### src/rtl/burst_sp_memory.sv
// burst_sp_memory: single-port synchronous RAM with a command-driven burst engine.
// One command (direction, start address, beat count) moves that many beats over
// valid/ready streams, with wrap-around address increment. Read data passes through
// a 2-entry skid buffer so the consumer can stall without losing beats.
// Optional feature macro: BURST_MEM_PARITY_EN (adds an even-parity bit per word
// and reports mismatches on o_rd_err).
module burst_sp_memory #(
  parameter int DATA_WIDTH = 8,
  parameter int ADDR_WIDTH = 8,
  parameter int LEN_WIDTH  = 8
) (
  input  logic                  i_clk,
  input  logic                  i_rst_n,
  input  logic                  i_cmd_valid,
  output logic                  o_cmd_ready,
  input  logic                  i_cmd_write,
  input  logic [ADDR_WIDTH-1:0] i_cmd_addr,
  input  logic [LEN_WIDTH-1:0]  i_cmd_len,
  input  logic                  i_wr_valid,
  output logic                  o_wr_ready,
  input  logic [DATA_WIDTH-1:0] i_wr_data,
  output logic                  o_rd_valid,
  input  logic                  i_rd_ready,
  output logic [DATA_WIDTH-1:0] o_rd_data,
  output logic                  o_rd_last,
  output logic                  o_rd_err,
  output logic                  o_busy,
  output logic                  o_done
);

`ifdef BURST_MEM_PARITY_EN
  localparam int MW = DATA_WIDTH + 1;
`else
  localparam int MW = DATA_WIDTH;
`endif
  localparam int DEPTH = 1 << ADDR_WIDTH;

  typedef enum logic [1:0] {IDLE, WRITE, READ, DONE} state_e;

  state_e                state_q, state_d;
  logic [ADDR_WIDTH-1:0] addr_q, addr_d;
  logic [LEN_WIDTH-1:0]  iss_rem_q, iss_rem_d;   // reads still to issue / writes still to accept
  logic [LEN_WIDTH-1:0]  beat_rem_q, beat_rem_d; // read beats still to hand to the consumer

  logic [MW-1:0]         mem_q [DEPTH];
  logic [MW-1:0]         rdata_q;
  logic [MW-1:0]         wr_word;
  logic                  inflight_q;

  logic [DATA_WIDTH-1:0] buf_data_q [2];
  logic [1:0]            buf_err_q;
  logic                  wr_ptr_q, rd_ptr_q;
  logic [1:0]            cnt_q, cnt_d;

  logic                  cmd_hs, wr_hs, rd_pop, issue, push, push_err;
  logic [2:0]            occ;

`ifdef BURST_MEM_PARITY_EN
  assign wr_word  = {^i_wr_data, i_wr_data};
  // Stored bit is even parity of the data, so the XOR of the whole word is 0 when intact.
  assign push_err = ^rdata_q;
`else
  assign wr_word  = i_wr_data;
  assign push_err = 1'b0;
`endif

  assign cmd_hs = (state_q == IDLE) && i_cmd_valid;
  assign wr_hs  = (state_q == WRITE) && i_wr_valid;
  assign rd_pop = (state_q == READ) && (cnt_q != 2'd0) && i_rd_ready;
  assign push   = inflight_q;
  // Occupancy the buffer would have if nothing new were issued: the issue guard
  // keeps buffered plus in-flight beats at most 2, so the skid buffer never overflows.
  assign occ    = 3'(cnt_q) + 3'(inflight_q) - 3'(rd_pop);
  assign issue  = (state_q == READ) && (iss_rem_q != '0) && (occ < 3'd2);
  assign cnt_d  = cnt_q + 2'(push) - 2'(rd_pop);

  assign o_cmd_ready = (state_q == IDLE);
  assign o_wr_ready  = (state_q == WRITE);
  assign o_rd_valid  = (state_q == READ) && (cnt_q != 2'd0);
  assign o_rd_data   = buf_data_q[rd_ptr_q];
  assign o_rd_last   = o_rd_valid && (beat_rem_q == LEN_WIDTH'(1));
  assign o_rd_err    = o_rd_valid && buf_err_q[rd_ptr_q];
  assign o_busy      = (state_q != IDLE);
  assign o_done      = (state_q == DONE);

  // Next-state and counter update for the burst FSM.
  always_comb begin
    state_d    = state_q;
    addr_d     = addr_q;
    iss_rem_d  = iss_rem_q;
    beat_rem_d = beat_rem_q;
    case (state_q)
      IDLE: begin
        if (cmd_hs) begin
          addr_d     = i_cmd_addr;
          iss_rem_d  = i_cmd_len;
          beat_rem_d = i_cmd_len;
          if (i_cmd_len == '0) state_d = DONE;
          else if (i_cmd_write) state_d = WRITE;
          else state_d = READ;
        end
      end
      WRITE: begin
        if (wr_hs) begin
          addr_d    = addr_q + ADDR_WIDTH'(1);
          iss_rem_d = iss_rem_q - LEN_WIDTH'(1);
          if (iss_rem_q == LEN_WIDTH'(1)) state_d = DONE;
        end
      end
      READ: begin
        if (issue) begin
          addr_d    = addr_q + ADDR_WIDTH'(1);
          iss_rem_d = iss_rem_q - LEN_WIDTH'(1);
        end
        if (rd_pop) begin
          beat_rem_d = beat_rem_q - LEN_WIDTH'(1);
          if (beat_rem_q == LEN_WIDTH'(1)) state_d = DONE;
        end
      end
      DONE:    state_d = IDLE;
      default: state_d = IDLE;
    endcase
  end

  // FSM state and burst counters.
  always_ff @(posedge i_clk or negedge i_rst_n) begin
    if (!i_rst_n) begin
      state_q    <= IDLE;
      addr_q     <= '0;
      iss_rem_q  <= '0;
      beat_rem_q <= '0;
    end else begin
      state_q    <= state_d;
      addr_q     <= addr_d;
      iss_rem_q  <= iss_rem_d;
      beat_rem_q <= beat_rem_d;
    end
  end

  // Storage array: not reset, so contents survive i_rst_n.
  always_ff @(posedge i_clk) begin
    if (wr_hs) mem_q[addr_q] <= wr_word;
    if (issue) rdata_q <= mem_q[addr_q];
  end

  // Read pipeline tracking and 2-entry skid buffer.
  always_ff @(posedge i_clk or negedge i_rst_n) begin
    if (!i_rst_n) begin
      inflight_q    <= 1'b0;
      cnt_q         <= '0;
      wr_ptr_q      <= 1'b0;
      rd_ptr_q      <= 1'b0;
      buf_data_q[0] <= '0;
      buf_data_q[1] <= '0;
      buf_err_q     <= '0;
    end else begin
      inflight_q <= issue;
      cnt_q      <= cnt_d;
      if (push) begin
        buf_data_q[wr_ptr_q] <= rdata_q[DATA_WIDTH-1:0];
        buf_err_q[wr_ptr_q]  <= push_err;
        wr_ptr_q             <= ~wr_ptr_q;
      end
      if (rd_pop) rd_ptr_q <= ~rd_ptr_q;
    end
  end

endmodule

### config.mk
export PLATFORM = sky130hd
export DESIGN_NAME = burst_sp_memory
export DESIGN_NICKNAME = d
export VERILOG_FILES = /design/src/rtl/burst_sp_memory.sv
export SDC_FILE = /design/constraint.sdc
export NUM_CORES = 2
export LEC_CHECK = 0
export ABC_AREA = 1
export ABC_CLOCK_PERIOD_IN_PS = 4500
export CORE_UTILIZATION = 30
export DETAILED_ROUTE_END_ITERATION = 6
export HOLD_SLACK_MARGIN = 0.03
export PLACE_DENSITY = 0.54
export SETUP_SLACK_MARGIN = 0.2
export SLEW_MARGIN = 15
export SYNTH_ARGS = -nofsm -noshare
export SYNTH_HDL_FRONTEND = slang
export SYNTH_SLANG_ARGS = --single-unit
export TNS_END_PERCENT = 5
### constraint.sdc
create_clock -name i_clk -period 4.5 [get_ports i_clk]
set_input_delay 1.125 -clock i_clk [delete_from_list [all_inputs] [get_ports i_clk]]
set_output_delay 1.125 -clock i_clk [all_outputs]
set_load 0.02 [all_outputs]
==> results.json <==
{
  "status": "complete, no violations",
  "drtAntennaViolNets": 0,
  "finalCoreUtilization_pct": 34.3,
  "clk-insertion-delay-late_ns": 0.86,
  "post_drt_wl_per_cell_um": 19.4,
  "critical_path.most_common_cell": "sky130_fd_sc_hd__inv_1",
  "filler_cell_count": 29700,
  "drtIter0Drc": 5734,
  "finish.cell_count_without_fillers": 12900,
  "tritoncts_num_sinks": 2105,
  "cts.root.buffer_cell": "sky130_fd_sc_hd__clkbuf_16",
  "antenna_found_initial": 12,
  "numPortBuffers": 44,
  "endpoints_failing_hold": 0,
  "ys.warnings.count": 0,
  "grt.total_usage_pct": 16.3,
  "pre_cts_ws_ns": 0.454,
  "dpl.hpwl_mm": 152,
  "hold-worst-slack_ns": 0.396,
  "avgSynthCellArea_um2": 10.2,
  "post-cts-setup-buffer-count": 0,
  "design.die.area_mm2": 0.302,
  "synth-seq-cells": 2105,
  "route.final.wire_length_mm": 250,
  "synthesis.instances": 8802,
  "critical_path_class": "flop to output pin",
  "critical_path.endpoint_type": "output pin",
  "vias_in_the_first_global_route": 58400,
  "drc_errors": 0,
  "dp.cells": 12500,
  "syn_to_final_growth_pct": 13.4,
  "netlist-cell-type-count": 32,
  "cts_resized": 0,
  "crit_fanout": 11,
  "design.final.nets": 8832,
  "layout-drive-gt1-share_pct": 5.63,
  "max_cap_viol_count": 0,
  "clkTransAtPathRegs_ns": 0.06,
  "grt_start_max_net_pins": 238,
  "rsz0062_at_grt": "false",
  "cts_max_path_buffers": 3,
  "hold_buffers": 0,
  "routed-via-count": 59600,
  "power.static_leakage_nw": 40.6,
  "slowest_delay_ns": 0.60,
  "critical_path.slowest_cell": "sky130_fd_sc_hd__clkdlybuf4s50_1",
  "placed_area_mm2": 0.0954,
  "synth_edf_count": 2056,
  "overflow": 0,
  "crit_required_ns": 3.38,
  "power.ir.vdd_worst_v": 0.000504,
  "core_area_mm2": 0.298,
  "final.setup.tns_ns": 0,
  "min_period_ns": 4.03,
  "grt_first_pass_wirelength_mm": 371,
  "worstPathArrival_ns": 2.91,
  "die_width_um": 550,
  "total_power_mw": 59.0,
  "h_tree_level_count": 4,
  "worstPathBufferInverterCount": 3,
  "worst_pin_slew_ns": 1.20,
  "timing.critical_path.cells": "inv_1 > ha_1 > inv_1 > a21oi_1 > and2_1 > clkdlybuf4s50_1",
  "number_of_pins_exceeding_their_max_slew_limit_in_the_final_report": 0,
  "tritoncts": "done",
  "timing.max_slew.rel_slack_pct": 19.8,
  "postSynth.asyncResetShare_pct": 2.33,
  "setup_failing_eps_final": 0,
  "core.rowCount": 200,
  "hold_path_class": "input port to asynchronous set/reset pin",
  "postSynthNetCount": 8848,
  "pwr_density_cell_mw_per_mm2": 578,
  "die_height_um": 550,
  "finalClockSkew_ns": 0.0232,
  "initial_core_util_pct": 30.3,
  "synth_area_mm2": 0.0900,
  "fin_area_mm2": 0.102,
  "max_clock_freq_mhz": 248,
  "layout_setup_ws_ns": 0.466,
  "boundaryPins": 45,
  "timing.critical_path.max_delay_family": "buffers and inverters",
  "final_period_util_pct": 89.7,
  "number_of_buffers_created_by_cts": 216,
  "ys.flop_type": "sky130_fd_sc_hd__edfxtp_1",
  "synth_seq_area_share_pct": 69.9,
  "type_of_element_launching_the_critical_path": "flop",
  "vias_per_cell": 4.62,
  "finalWeightedCongestion": 0.892,
  "firstDrtPassIters": 7
}
## routing by layer
layer	global-route usage (%)	routed length [um]	vias to the layer above
met1	21.5	109000	29000
met2	26.6	117000	1602
met3	2.98	15200	402
met4	6.37	9650	0
met5	0	0	-
li1	-	-	28600
## placed cells by master, fill, tap and decap left out, types with 4 or more instances in the layout
cell type,synthesis,layout
sky130_fd_sc_hd__nand2_1,3444,3442
sky130_fd_sc_hd__clkbuf_8,0,4
sky130_fd_sc_hd__edfxtp_1,2056,2056
sky130_fd_sc_hd__a31oi_1,6,6
sky130_fd_sc_hd__xor2_1,7,7
sky130_fd_sc_hd__o21ai_1,232,232
sky130_fd_sc_hd__inv_1,814,814
sky130_fd_sc_hd__inv_16,0,6
sky130_fd_sc_hd__nand3_1,366,352
sky130_fd_sc_hd__clkinv_1,2,63
sky130_fd_sc_hd__a21oi_1,10,10
sky130_fd_sc_hd__clkbuf_16,0,217
sky130_fd_sc_hd__buf_4,20,129
sky130_fd_sc_hd__clkinv_8,0,4
sky130_fd_sc_hd__nor3_1,6,6
sky130_fd_sc_hd__nor2_1,926,920
sky130_fd_sc_hd__o22ai_1,4,4
sky130_fd_sc_hd__buf_8,0,8
sky130_fd_sc_hd__o21ai_0,390,390
sky130_fd_sc_hd__bufinv_16,0,11
sky130_fd_sc_hd__dfrtp_1,49,47
sky130_fd_sc_hd__clkinv_4,0,4
sky130_fd_sc_hd__nand3_2,0,14
sky130_fd_sc_hd__nor2_4,0,6
sky130_fd_sc_hd__clkbuf_1,220,50
sky130_fd_sc_hd__buf_12,0,49
sky130_fd_sc_hd__ha_1,15,15
sky130_fd_sc_hd__clkinvlp_4,0,5
sky130_fd_sc_hd__clkdlybuf4s50_1,0,35
sky130_fd_sc_hd__clkinv_2,0,36
## flip-flops by register name (all words and copies together), names as in the netlist
name	count
addr_q	8
beat_rem_q	8
buf_data_q	16
buf_err_q	2
cnt_q	2
inflight_q	1
iss_rem_q	8
mem_q	2048
rd_ptr_q	1
rdata_q	8
state_q	2
wr_ptr_q	1
## worst register-to-register path: cells and delay by family, from the launching register on
kind	cells	cell delay, ns
and+or+nand+nor	8	1.03
buffers and inverters	3	1.44
DFF	1	0.64
AOI/OAI and AO/OA	2	0.52
## final timing paths
kind,startpoint,endpoint,slack (ns),cells past startpoint
setup / recovery,state_q[0],o_rd_last,0.47,6
hold / removal,i_rst_n,buf_data_q[9],0.40,1
setup reg to reg,addr_q[0],rdata_q[4],0.67,13
hold reg to reg,buf_data_q[2],buf_data_q[2],0.48,2
max in group asynchronous,i_rst_n,addr_q[1],3.28,2
min in group i_clk,buf_data_q[2],buf_data_q[2],0.48,2
## Yosys cell counts, types with 2 or more instances
library cell / number / share of area [%]
sky130_fd_sc_hd__nand2_1: 3444 / 14
sky130_fd_sc_hd__edfxtp_1: 2056 / 69
sky130_fd_sc_hd__nor2_1: 926 / 3.9
sky130_fd_sc_hd__inv_1: 814 / 3.4
sky130_fd_sc_hd__o21ai_0: 390 / 2.2
sky130_fd_sc_hd__nand3_1: 366 / 2.0
sky130_fd_sc_hd__o21ai_1: 232 / 1.3
sky130_fd_sc_hd__clkbuf_1: 220 / 0.92
sky130_fd_sc_hd__buf_2: 180 / 1.0
sky130_fd_sc_hd__dfrtp_1: 49 / 1.4
sky130_fd_sc_hd__buf_1: 23 / 0.096
sky130_fd_sc_hd__buf_4: 20 / 0.17
sky130_fd_sc_hd__ha_1: 15 / 0.21
sky130_fd_sc_hd__buf_6: 13 / 0.16
sky130_fd_sc_hd__a21oi_1: 10 / 0.056
sky130_fd_sc_hd__xor2_1: 7 / 0.068
sky130_fd_sc_hd__a31oi_1: 6 / 0.042
sky130_fd_sc_hd__nor3_1: 6 / 0.033
sky130_fd_sc_hd__o22ai_1: 4 / 0.028
sky130_fd_sc_hd__and2_1: 3 / 0.021
sky130_fd_sc_hd__inv_2: 3 / 0.013
sky130_fd_sc_hd__o211ai_1: 3 / 0.025
sky130_fd_sc_hd__clkinv_1: 2 / 0.0083
sky130_fd_sc_hd__nor4_1: 2 / 0.014
## logic make-up after synthesis
logic type                 share of synthesized area, %
DFF                                                69.9
and+or+nand+nor                                    20.4
AOI/OAI and AO/OA                                  3.64
xor gates and xnor gates                         0.0681
adders and majority gates                         0.231
buffers and inverters                              5.76
## final cells by class
class	instances	area [um^2]	area share (%)
Multi-Input combinational cell	5422	22000	21.5
Clock inverter	130	1020	1.00
Tap cell	3939	4930	4.83
Clock buffer	271	5670	5.56
Antenna cell	3	7.51	0.00735
Timing Repair Buffer	222	2420	2.37
Sequential cell	2105	63000	61.7
Inverter	819	3090	3.03
## where the power goes
part           switching [mW]  internal [mW]  leakage [nW]
logic                    14.6           5.18          18.2
registers               0.269           21.8          19.1
clock network            7.56           9.55          3.27
total                    22.4           36.6          40.6
Note: power is estimated with default switching activity, not from simulation.
